### config.mk
export PLATFORM = sky130hd
export DESIGN_NAME = pipe_skid_reg
export DESIGN_NICKNAME = d
export VERILOG_FILES = /design/src/rtl/pipe_skid_reg.sv
export SDC_FILE = /design/constraint.sdc
export NUM_CORES = 1
export LEC_CHECK = 0
export ABC_CLOCK_PERIOD_IN_PS = 12350
export CAP_MARGIN = 40
export CORE_MARGIN = 2
export CORE_UTILIZATION = 54
export CTS_CLUSTER_DIAMETER = 200
export DETAILED_ROUTE_END_ITERATION = 8
export HOLD_SLACK_MARGIN = 0.05
export MAX_ROUTING_LAYER = met4
export PLACE_DENSITY = 0.94
export SLEW_MARGIN = 15
export SYNTH_ARGS = -nofsm -noshare
export SYNTH_HDL_FRONTEND = slang
export SYNTH_SLANG_ARGS = --single-unit
### constraint.sdc
create_clock -name clk -period 12.35 [get_ports clk]
set_input_delay 1.235 -clock clk [delete_from_list [all_inputs] [get_ports clk]]
set_output_delay 1.235 -clock clk [all_outputs]
set_load 0.02 [all_outputs]
### src/rtl/pipe_skid_reg.sv
// Two-entry pipeline skid register with flush, error-flag passthrough and a
// saturating stall-cycle counter. in_ready depends only on registered state.
module pipe_skid_reg #(
    parameter int               WIDTH     = 96,
    parameter int               CNT_W     = 16,
    parameter logic [WIDTH-1:0] FLUSH_VAL = '0
) (
    input  logic             clk,
    input  logic             rst,
    input  logic             in_valid,
    output logic             in_ready,
    input  logic [WIDTH-1:0] in_data,
    input  logic             in_err,
    input  logic             flush,
    output logic             out_valid,
    input  logic             out_ready,
    output logic [WIDTH-1:0] out_data,
    output logic             out_err,
    output logic [CNT_W-1:0] stall_cnt
);

    typedef enum logic [1:0] {
        EMPTY = 2'd0,
        ONE   = 2'd1,
        FULL  = 2'd2
    } state_t;

    localparam logic [CNT_W-1:0] CNT_MAX = '1;

    state_t           state;
    logic [WIDTH-1:0] main_data;
    logic             main_err;
    logic [WIDTH-1:0] skid_data;
    logic             skid_err;
    logic             push;
    logic             pop;

    assign in_ready  = (state != FULL);
    assign out_valid = (state != EMPTY);
    assign out_data  = main_data;
    assign out_err   = main_err;
    assign push      = in_valid & in_ready;
    assign pop       = out_valid & out_ready;

    // Registers are returned to FLUSH_VAL whenever they stop holding an entry,
    // so the outputs show FLUSH_VAL in EMPTY without an extra output mux.
    always_ff @(posedge clk or posedge rst) begin
        if (rst) begin
            state     <= EMPTY;
            main_data <= FLUSH_VAL;
            main_err  <= 1'b0;
            skid_data <= FLUSH_VAL;
            skid_err  <= 1'b0;
        end else if (flush) begin
            state     <= EMPTY;
            main_data <= FLUSH_VAL;
            main_err  <= 1'b0;
            skid_data <= FLUSH_VAL;
            skid_err  <= 1'b0;
        end else begin
            case (state)
                EMPTY: begin
                    if (push) begin
                        main_data <= in_data;
                        main_err  <= in_err;
                        state     <= ONE;
                    end
                end
                ONE: begin
                    if (push && pop) begin
                        main_data <= in_data;
                        main_err  <= in_err;
                    end else if (pop) begin
                        main_data <= FLUSH_VAL;
                        main_err  <= 1'b0;
                        state     <= EMPTY;
                    end else if (push) begin
                        skid_data <= in_data;
                        skid_err  <= in_err;
                        state     <= FULL;
                    end
                end
                FULL: begin
                    if (pop) begin
                        main_data <= skid_data;
                        main_err  <= skid_err;
                        skid_data <= FLUSH_VAL;
                        skid_err  <= 1'b0;
                        state     <= ONE;
                    end
                end
                default: begin
                    state <= EMPTY;
                end
            endcase
        end
    end

    // Stall counter survives flush; only reset clears it.
    always_ff @(posedge clk or posedge rst) begin
        if (rst) begin
            stall_cnt <= '0;
        end else if (out_valid && !out_ready && (stall_cnt != CNT_MAX)) begin
            stall_cnt <= stall_cnt + 1'b1;
        end
    end

endmodule

# [Word-level counts from Yosys, hierarchy flattened]
# Index checks and enable logic that the tools add are counted.
[word_totals] regBits=212 latchBits=0 ram_bits=0 rom_bits=0 in_bits=102 output_inout_bits=115 wordCells=58 memories=0
[op_classes] add_sub_neg=1 mul=0 n_div=0 magnitude_cmp=0 eq_ne=11 shifts=0 n_mux=27 bitwise=2 reduce_logical=11
[ops] op="$mux W96" n=8
[ops] op="$pmux W96 S3" n=1
[ops] op="$pmux W96 S2" n=1
[ops] op="$add A16 B1 Y16 const B" n=1
[ops] op="$ne A16 B16 Y1 const B" n=1
[ops] op="$ne A3 B3 Y1 const B" n=5
[ops] op="$mux W2" n=6
[ops] op="$mux W1" n=8
[ops] op="$ne A4 B4 Y1 const B" n=2
[ops] op="$reduce_and A4 Y1" n=2
[ops] op="$pmux W2 S3" n=1
[ops] op="$reduce_and A5 Y1" n=1
[ops] op="$reduce_bool A4 Y1" n=1
[ops] op="$logic_and A1 B1 Y1" n=3
[ops] op="$pmux W1 S3" n=1
[ops] op="$reduce_bool A3 Y1" n=1
[ops] op="$and A1 B1 Y1" n=2
[ops] op="$eq A2 B1 Y1 const B" n=1
[ops] op="$eq A2 B2 Y1 const B" n=1
[ops] op="$logic_not A2 Y1" n=1
[ops] op="$ne A2 B2 Y1 const B" n=1
[ops] op="$pmux W1 S2" n=1
[ops] op="$reduce_bool A2 Y1" n=1
[ops] op="$logic_not A1 Y1" n=1

# [Longest topological paths before layout]
# Gate-level depths: netlist of the first run.
[logic_depth] ltp_word=7 ltp_mapped=10 depth_no_buf=6

# [Least setup slack after synthesis of the first run]
# OpenSTA, ideal clock, no wires.
[synth_path] path_type="in2reg" start="input in_valid" end="register main_data[83], in the netlist out_data[83]" setup_time_ns=0.121 arrival_time_ns=2.352 setup_slack_ns=9.877 path_stages=7 n_path_buf=3 cell_sequence="and4bb_1 > a211oi_2 > or2_1 > buf_2 > buf_6 > buf_6 > o21ai_1"
[synth_between] elab_chain_len=5 word_cells_on_any_way=8 classes_between="2 x eq/ne; 3 x mux; 1 x bitwise; 2 x reduce/logical"
[synth_lines] item="start: declaration" line="10" text="input logic in_valid,"
[synth_lines] item="$and A1 B1 Y1 *" line="42" text="assign push = in_valid & in_ready;"
[synth_lines] item="$logic_and A1 B1 Y1" line="70" text="if (push && pop) begin"
[synth_lines] item="$mux W96" line="70"
[synth_lines] item="$pmux W96 S3" line="61" text="case (state)"
[synth_lines] item="$mux W96" line="54" text="end else if (flush) begin"
[synth_lines] item="end signal: assignment" line="64" text="main_data <= in_data;"
[synth_lines] item="end signal: assignment" line="71" text="main_data <= in_data;"
[synth_lines] item="end signal: assignment" line="85" text="main_data <= skid_data;"
[synth_lines] item="end: declaration" line="31" text="logic [WIDTH-1:0] main_data;"
# Mark *: on every way between the ends. The rest lies on a longest branch, timed or not.
# A chain may end at the register's enable or synchronous reset.

# [Worst setup path after layout of the first run]
[layout_path] start="input out_ready" end="register skid_err"
[layout_between] elab_chain_len=4 word_cells_on_any_way=6 classes_between="3 x eq/ne; 1 x bitwise; 2 x reduce/logical"
[layout_lines] item="start: declaration" line="16" text="input logic out_ready,"
[layout_lines] item="$and A1 B1 Y1 *" line="43" text="assign pop = out_valid & out_ready;"
[layout_lines] item="$logic_and A1 B1 Y1" line="70"
[layout_lines] item="$ne A3 B3 Y1 (no source line)"
[layout_lines] item="$reduce_and A5 Y1 (no source line) *"
[layout_lines] item="end signal: assignment" line="79" text="skid_err <= in_err;"
[layout_lines] item="end: declaration" line="34" text="logic skid_err;"
# Marked as above.

==> reports/metrics.yaml, run 1 <==
sta:
  hold_violations: 0
  tightest_slew_ps: 838
  slew_violations: 0
  finClkSkew_ps: 6.58
  max_slew_margin_pct: 43.6
  post-route-min-period_ps: 3290
  timing.hold.ws_ps: 479
  setup_viol: 0
  finalSetupTns_ps: 0
  period_share_pct: 26.7
  fmax_mhz: 304
  grt_setup_unrepaired: "no"
grt:
  grt_overflow: 0
  grt_pass1_wl_um: 39200
  grt_antenna_before_repair: 0
  gr-usage-all-layers_pct: 27.5
  grt_start_max_net_pins: 74
  grt_pass1_vias: 7793
setup_path:
  startpoint: "out_ready"
  start_kind: "input pin"
  cp.required_ps: 12700
  cp_max_fo: 64
  worstSetupPathType: "in -> reg"
  end_kind: "flip-flop"
  rr_worst_depth: 7
  critical_path_arrival_ps: 3640
  r2r_start: "state[0]"
floorplanning:
  num_rows: 47
  coreArea_um2: 16500
  initial_core_util_pct: 55.0
  die_x_um: 134
  die-area_um2: 17900
  pin_count: 217
  die_h_um: 134
cts:
  clock_latency_ps: 490
  cts_hold_buf: 0
  clk_pin_slew_ps: 60
  post_cts_buffers: 0
  h-tree-depth: 1
  cts_tree: "yes"
  clock-sinks: 212
  cts_resized: 0
  cts_max_path_buffers: 3
  cts_buffers: 22
  cts-root-buf: "clkbuf_16"
final_layout:
  area_growth_pct: 34.1
  final_common_cell: "nand2_1"
  diodes: 0
  nNetsFinal: 1244
  layout-drive-gt1-share_pct: 5.55
  most-common-layout-cells: "nand2_1, clkdlybuf4s50_1, dfrtp_1"
run_status:
  status: "complete, no violations"
placement:
  dp_hpwl_um: 14800
  gp_congestion: 0.830
  portBuffers: 216
detailed_routing:
  wirelength_um: 23900
  num_vias: 7927
  dr.pass1.iters: 5
  drtIter0Drc: 613
  wl_per_cell_um: 17.4
  drc: 0
  viasPerCell: 5.77
  ant_nets: 0
logic_synthesis:
  synth_ff_type: "dfrtp_1"
  synth.top_cell.area_share_pct: 58.3
  syn_area_um2: 9090
  yosysUniqueCellTypes: 40
  syn-mean-instance-area_um2: 9.47
  synth_top_area_cell: "dfrtp_1"
  synthArstFlopShare_pct: 100
  synth_edf_count: 0
  mappedNetlistNets: 1066
  yosys_warnings: 0
  ys_seq_area_share_pct: 58.3
  synthTopCellsByArea: "dfrtp_1, nand2_1, o21ai_0"
  synthCells: 960
  synth-seq-cells: 212
hold_path:
  hold_depth: 2
  min_from: "out_data[21]"
  hold_class: "reg -> reg"
pwr:
  ir_worst_vdd_mv: 0.125
  p_per_area_nw_per_um2: 182
  p_leak_nw: 5.32
flow_run:
  drv_cap: 0
## cells by family after synthesis
family                   share of synthesized area (%)
AO/OA/AOI/OAI                                     19.8
XOR/XNOR                                          1.06
adder cells (fa/ha/maj)                          0.550
buffers and inverters                             4.38
flip-flops                                        58.3
multiplexers                                     0.495
AND/OR/NAND/NOR                                   15.4
## area by class of cell
cell class,count,area (µm²)
clock inverter,9,124
tap,220,275
sequential,212,5310
fill,1111,4330
timing repair buffer,229,2380
multi-input combinational,666,3430
clock buffer,30,642
inverter,7,33.8
## path summary, 6_finish.rpt
check | to | slack [ps]
worst max-delay path | skid_err | 9060
worst min-delay path | out_data[21] | 480
worst max register to register | skid_err | 9520
worst min register to register | out_data[21] | 480
max in group asynchronous | out_data[92] | 10170
min in group asynchronous | out_data[37] | 1200
## flip-flops by register name, indices dropped and copies added (netlist names)
register   flops
stall_cnt     16
skid_data     96
out_data      96
skid_err       1
out_err        1
state          2
## layer usage
layer | vias to the layer above | global-route usage [%] | part of all wire [%]
li1 | 3657 | - | -
met3 | 61 | 3.44 | 5.9
met1 | 3900 | 34.6 | 40
met2 | 309 | 46.1 | 50
met4 | 0 | 10.3 | 3.3
met5 | - | - | 0
## cells in the mapped netlist (3+ instances only)
master    count
nand3_1       7
buf_6         5
nor3_1        5
nor4b_1       3
buf_4         7
nand2_1     296
dfrtp_1     212
o21ai_1      41
xnor2_1       3
buf_2        14
clkbuf_2      7
nor2b_1       3
and4_1        3
clkbuf_1     42
inv_1         7
a22oi_1      97
ha_1          4
mux2_2        4
xor2_1        8
a21oi_1       3
nor2_1        8
o21ai_0     157
nand4_1       3
## worst max-delay path: stages
cell and delay (ps):
clkdlybuf4s50_1 580, nand2b_1 210, a311oi_4 560, buf_4 570, buf_12 310, o21ai_0 150
## power breakdown
part / switching, mW / internal (mW)
combinational: 0.361 / 0.264
clock: 0.267 / 0.427
sequential: 0.0802 / 0.816
total: 0.709 / 1.51
## stage by stage
| step | utilization [%] | worst slack [ps] | cells | total power, mW | cell area (µm²) |
|---|---|---|---|---|---|
| final | 73.8 | 9060 | 1373 | 2.22 | 12200 |
| after global routing | 73.8 | 8860 | 1373 | 2.32 | 12200 |
| after CTS | 73.7 | 8830 | 1372 | 2.22 | 12200 |
| after detailed placement | 69.1 | 8330 | 1333 | 1.52 | 11400 |
| after global placement | 68.1 | 8480 | 1327 | 1.48 | 11300 |
| after floorplan | - | 5320 | 960 | 1.24 | 9090 |
No activity file was read; power rests on OpenSTA's default activity.
==> run 2, diff against run 1 <==
ABC_CLOCK_PERIOD_IN_PS = 3300   (was 12350)
CORE_UTILIZATION = 50   (was 54)
PLACE_DENSITY = 0.88   (was 0.94)
clock period = 3.3 ns   (was 12.35 ns; I/O delays follow)
==> run 2 against run 1 <==
Effect of this change: highest routed layer unchanged; combinational power grew to 3.7 times the previous value; sequential share of layout area is 0.25 points higher; sequential power grew to 3.7 times the previous value; critical path type is now reg -> reg; cell area is 0.56% lower; largest cell class unchanged.
==> reports/metrics.yaml, run 2 (synthesis results as in run 1) <==
run_status:
  status: "complete, no violations"  # unchanged
cts:
  cts-root-buf: "clkbuf_16"  # unchanged
  clock-sinks: 212  # unchanged
  cts_resized: 0  # unchanged
  clk_pin_slew_ps: 60  # about the same
  h-tree-depth: 1  # unchanged
  cts_buffers: 23  # was 22
  cts_hold_buf: 0  # unchanged
  clock_latency_ps: 490  # about the same
  post_cts_buffers: 0  # unchanged
  cts_tree: "yes"  # unchanged
  cts_max_path_buffers: 3  # unchanged
setup_path:
  rr_worst_depth: 8  # was 7
  start_kind: "flip-flop"  # was input pin
  r2r_start: "state[0]"  # unchanged
  crit_path_cell_trace: "inv_1 > ha_1 > or2_1 > a211oi_4 > buf_4 > buf_12 > nand2_1 > o21ai_0"  # was clkdlybuf4s50_1 > nand2b_1 > a311oi_4 > buf_4 > buf_12 > o21ai_0
  r2r_end: "out_err"  # was skid_err
  cp.required_ps: 3700  # was 12,700 ps
  max_stage_delay_ps: 470  # was 580 ps
  end_kind: "flip-flop"  # unchanged
  ff2ff_setup_slack_ps: 880  # was 9520 ps
  startpoint: "state[0]"  # was out_ready
  critPathSlowestCell: "buf_4"  # was clkdlybuf4s50_1
  crit_end: "out_err"  # was skid_err
  cp_max_fo: 56  # was 64
  worstSetupPathType: "reg -> reg"  # was in -> reg
  critical_path_arrival_ps: 2830  # was 3640 ps
floorplanning:
  coreArea_um2: 17900  # was 16,500 µm²
  initial_core_util_pct: 50.8  # was 55.0%
  num_rows: 49  # was 47
  die-area_um2: 19300  # was 17,900 µm²
  pin_count: 217  # unchanged
  die_h_um: 139  # was 134 µm
  die_x_um: 139  # was 134 µm
final_layout:
  nNetsFinal: 1245  # was 1,244
  final_util_pct: 67.8  # was 73.8%
  most-common-layout-cells: "nand2_1, clkdlybuf4s50_1, dfrtp_1"  # unchanged
  layout-drive-gt1-share_pct: 5.38  # was 5.55%
  diodes: 0  # unchanged
  area_growth_pct: 33.4  # was 34.1%
  final_common_cell: "nand2_1"  # unchanged
detailed_routing:
  dr.pass1.iters: 5  # unchanged
  ant_nets: 0  # unchanged
  num_vias: 7781  # was 7,927
  viasPerCell: 5.63  # was 5.77
  wirelength_um: 23700  # was 23,900 µm
  drc: 0  # unchanged
  wl_per_cell_um: 17.1  # was 17.4 µm
  drtIter0Drc: 543  # was 613
pwr:
  p_comb_share_pct: 28.6  # was 28.2%
  intPower_mw: 5.46  # was 1.51 mW
  p_switching_mw: 2.63  # was 709 µW
  ir_worst_vdd_mv: 0.476  # was 0.125 mV
  p_seq_share_pct: 41.4  # was 40.4%
  p_per_area_nw_per_um2: 667  # was 182 nW/µm²
  pwr-share-clk_pct: 30.0  # was 31.3%
  p_leak_nw: 5.27  # was 5.32 nW
  power_switching_share_pct: 32.6  # was 32.0%
grt:
  grt_antenna_before_repair: 0  # unchanged
  grt_pass1_vias: 7732  # was 7,793
  gr-usage-all-layers_pct: 24.9  # was 27.5%
  grt_overflow: 0  # unchanged
  grt_pass1_wl_um: 38900  # was 39,200 µm
  grt_start_max_net_pins: 103  # was 74
sta:
  grt_setup_unrepaired: "no"  # unchanged
  finClkSkew_ps: 8.06  # was 6.58 ps
  period_share_pct: 73.4
  setup_viol: 0  # unchanged
  max_slew_margin_pct: 44.4  # was 43.6%
  hold_violations: 0  # unchanged
  finalSetupTns_ps: 0  # unchanged
  tightest_slew_ps: 826  # was 838 ps
  post-route-min-period_ps: 2420
  slew_violations: 0  # unchanged
  fmax_mhz: 413
hold_path:
  hold_class: "in -> async"  # was reg -> reg
placement:
  dp_hpwl_um: 14700  # was 14,800 µm
  gp_congestion: 0.845  # was 0.830
  portBuffers: 216  # unchanged
flow_run:
  drv_cap: 0  # unchanged
## run 2: per-stage QoR
| stage | total power [mW] | setup slack (ps) | std cells | hold WS, ps | cell area, µm² |
|---|---|---|---|---|---|
| floorplan | 4.63 | 214 | 960 | 393 | 9100 |
| global placement | 5.60 | 803 | 1341 | 461 | 11400 |
| detailed placement | 5.69 | 873 | 1343 | 469 | 11400 |
| CTS | 8.14 | 879 | 1382 | 278 | 12100 |
| global route | 8.50 | 676 | 1382 | 311 | 12100 |
| finish | 8.09 | 877 | 1382 | 270 | 12100 |
## run 2: worst min-delay path by stage
stage               cells after the start  slack [ps]            end
global placement                        2         460   out_data[30]
CTS                                     2         280   out_data[72]
finish                                  2         270   out_data[72]
floorplan                               1         390       state[0]
detailed placement                      2         470   out_data[51]
global route                            2         310  skid_data[48]
## run 2: layer usage
metal	wire (µm)	global-route usage (%)	vias to the layer above	share of wire, %
met5	0	-	-	0
met4	605	7.07	0	2.6
met2	11800	40.7	294	50
met1	9730	32.9	3786	41
met3	1550	3.42	46	6.5
li1	-	-	3655	-
## run 2: power groups by stage
| stage | clock network (mW) | logic [mW] | registers [mW] |
|---|---|---|---|
| 4_1_cts | 2.47 | 2.32 | 3.35 |
| 2_1_floorplan | 0 | 0.953 | 3.67 |
| 3_3_place_gp | 0 | 2.23 | 3.36 |
| 5_1_grt | 2.58 | 2.51 | 3.40 |
| 6_report | 2.43 | 2.31 | 3.35 |
| 3_5_place_dp | 0 | 2.31 | 3.38 |
## run 2: final cells by class
| type | instances | area (µm²) |
|---|---|---|
| inverter | 7 | 30.0 |
| fill | 1351 | 5770 |
| multi-input combinational | 666 | 3430 |
| clock buffer | 35 | 691 |
| sequential | 212 | 5310 |
| tap | 229 | 287 |
| timing repair buffer | 229 | 2360 |
| clock inverter | 4 | 23.8 |
## run 2: critical path: cells and delay by family, from the launching register on
kind	cells	cell delay [ps]
AO/OA/AOI/OAI	2	350
adder cells (fa/ha/maj)	1	300
buffers and inverters	3	860
flip-flops	1	350
AND/OR/NAND/NOR	2	410
==> run 3, diff against run 2 <==
ABC_CLOCK_PERIOD_IN_PS = 2150   (was 3300)
CORE_UTILIZATION = 45   (was 50)
PLACE_DENSITY = 0.84   (was 0.88)
clock period = 2.15 ns   (was 3.3 ns; I/O delays follow)
==> run 3 against run 2 <==
Effect of this change: cell area rose by 4.0%; cell count increased by 3.9%; critical path depth is the same; fmax up 18%; clock-buffer cell count fell by 5; total power is 60% higher; die area up 11%; sequential share of layout area is 1.7 points lower; routed wire length rose by 11%; flip-flop and latch count is the same; critical endpoint is now out_data[63]; largest cell class unchanged; largest power group unchanged.
==> reports/metrics.yaml, run 3 (synthesis results as in run 1) <==
run_status:
  status: "complete, no violations"  # unchanged
detailed_routing:
  wirelength_um: 26300  # was 23,700 µm
  drtIter0Drc: 603  # was 543
  dr.pass1.iters: 6  # was 5
  viasPerCell: 5.47  # was 5.63
  wl_per_cell_um: 18.3  # was 17.1 µm
  num_vias: 7861  # was 7,781
  ant_nets: 0  # unchanged
  drc: 0  # unchanged
grt:
  grt_start_max_net_pins: 98  # was 103
  grt_pass1_vias: 7926  # was 7,732
  gr-usage-all-layers_pct: 23.6  # was 24.9%
  grt_antenna_before_repair: 0  # unchanged
  grt_pass1_wl_um: 40700  # was 38,900 µm
  grt_overflow: 0  # unchanged
final_layout:
  fin_cells: 1436  # was 1,382
  multi_input_area_um2: 3480  # was 3430 µm²
  fill_cells: 1625  # was 1,351
  layout-drive-gt1-share_pct: 7.51  # was 5.38%
  regArea_um2: 5310  # unchanged
  most-common-layout-cells: "nand2_1, clkdlybuf4s50_1, dfrtp_1"  # unchanged
  diodes: 0  # unchanged
  area_growth_pct: 38.7  # was 33.4%
  final_common_cell: "nand2_1"  # unchanged
  nNetsFinal: 1262  # was 1,245
cts:
  clock_latency_ps: 500  # was 490 ps
  clock-sinks: 212  # unchanged
  clk_pin_slew_ps: 60  # about the same
  cts_tree: "yes"  # unchanged
  cts_buffers: 23  # unchanged
  h-tree-depth: 1  # unchanged
  cts-root-buf: "clkbuf_16"  # unchanged
  cts_max_path_buffers: 3  # unchanged
sta:
  post-route-min-period_ps: 2050  # was 2420 ps
  fmax_mhz: 487  # was 413 MHz
  finClkSkew_ps: 11.1  # was 8.06 ps
  setup_viol: 0  # unchanged
  slew_violations: 0  # unchanged
  max_slew_margin_pct: 63.1  # was 44.4%
  hold_violations: 0  # unchanged
  period_share_pct: 95.6  # was 73.4%
  fin_ws_ps: 95.2  # was 877 ps
  finalSetupTns_ps: 0  # unchanged
  tightest_slew_ps: 553  # was 826 ps
  timing.hold.ws_ps: 279  # was 270 ps
floorplanning:
  die_x_um: 146  # was 139 µm
  num_rows: 51  # was 49
  die_h_um: 146  # was 139 µm
  die-area_um2: 21400  # was 19,300 µm²
  coreArea_um2: 19700  # was 17,900 µm²
  pin_count: 217  # unchanged
  initial_core_util_pct: 46.3  # was 50.8%
placement:
  dp_slack_ps: -0.943  # was 873 ps
  portBuffers: 216  # unchanged
  dp.cells: 1386  # was 1,343
  dp_hpwl_um: 15600  # was 14,700 µm
  gp_congestion: 0.857  # was 0.845
pwr:
  p_leak_nw: 5.48  # was 5.27 nW
  p_per_area_nw_per_um2: 1030  # was 667 nW/µm²
  power_mw: 13.0  # was 8.09 mW
  ir_worst_vdd_mv: 0.681  # was 0.476 mV
setup_path:
  critical_path_arrival_ps: 2480  # was 2830 ps
  start_kind: "flip-flop"  # unchanged
  cp_max_fo: 48  # was 56
  end_kind: "flip-flop"  # unchanged
  worstSetupPathType: "reg -> reg"  # unchanged
  cp.required_ps: 2570  # was 3700 ps
hold_path:
  hold_class: "in -> reg"  # was in -> async
flow_run:
  drv_cap: 0  # unchanged
[run 3: report_power, final]
group | switching (mW) | total, mW | internal, mW | leakage (nW)
combinational | 2.20 | 3.89 | 1.69 | 2.31
clock | 1.59 | 3.93 | 2.34 | 0.376
sequential | 0.453 | 5.14 | 4.69 | 2.79
total | 4.24 | 13.0 | 8.72 | 5.48
[run 3: layout make-up]
| class | instances | area share [%] |
|---|---|---|
| clock buffers | 30 | 5.09 |
| flip-flops and latches | 212 | 42.1 |
| clock inverters | 10 | 0.883 |
| inverters | 7 | 0.238 |
| repair buffers | 245 | 21.5 |
| multi-input cells | 667 | 27.6 |
| well taps | 265 | 2.63 |
[run 3: worst paths after layout]
| path | start | endpoint | slack, ps | cells after the start |
|---|---|---|---|---|
| max in group asynchronous | rst | out_data[48] | 880 | 4 |
| worst min register to register | out_data[29] | out_data[29] | 480 | 2 |
| worst min-delay path | in_data[53] | skid_data[53] | 280 | 3 |
| min in group asynchronous | rst | out_data[85] | 610 | 3 |
| worst max register to register | state[0] | out_data[63] | 100 | 8 |
| worst max-delay path | state[0] | out_data[63] | 100 | 8 |
[run 3: worst max-delay path, stage by stage (launching register included)]
cell and delay, ps:
dfrtp_1 420, inv_2 100, ha_4 200, or2_1 280, a211oi_4 270, buf_6 150, buf_8 290, nand2_1 100
o21ai_0 90
[run 3: metrics by stage]
step | instance area, µm² | util (%)
2_1_floorplan | 9100 | -
4_1_cts | 12400 | 63.1
6_report | 12600 | 64.2
3_5_place_dp | 11600 | 59.2
5_1_grt | 12600 | 64.2
3_3_place_gp | 11600 | 59.0
[run 3: repair_timing]
action                                  4_1_cts  5_1_grt
endpoints found under the hold margin         8        0
pin swaps                                     0        3
resized for setup                             2       18
buffers inserted                              0        2
hold buffers                                  1        0
gates cloned                                  0        7
endpoints found under the setup margin        7      135
[run 3: layer usage]
metal	wire length, µm	share of wire, %	global-route usage [%]	up-vias
met5	0	0	-	-
met4	720	2.7	7.23	0
met3	1700	6.5	4.16	44
met2	13100	50	39.8	277
met1	10800	41	29.4	3841
li1	-	-	-	3699
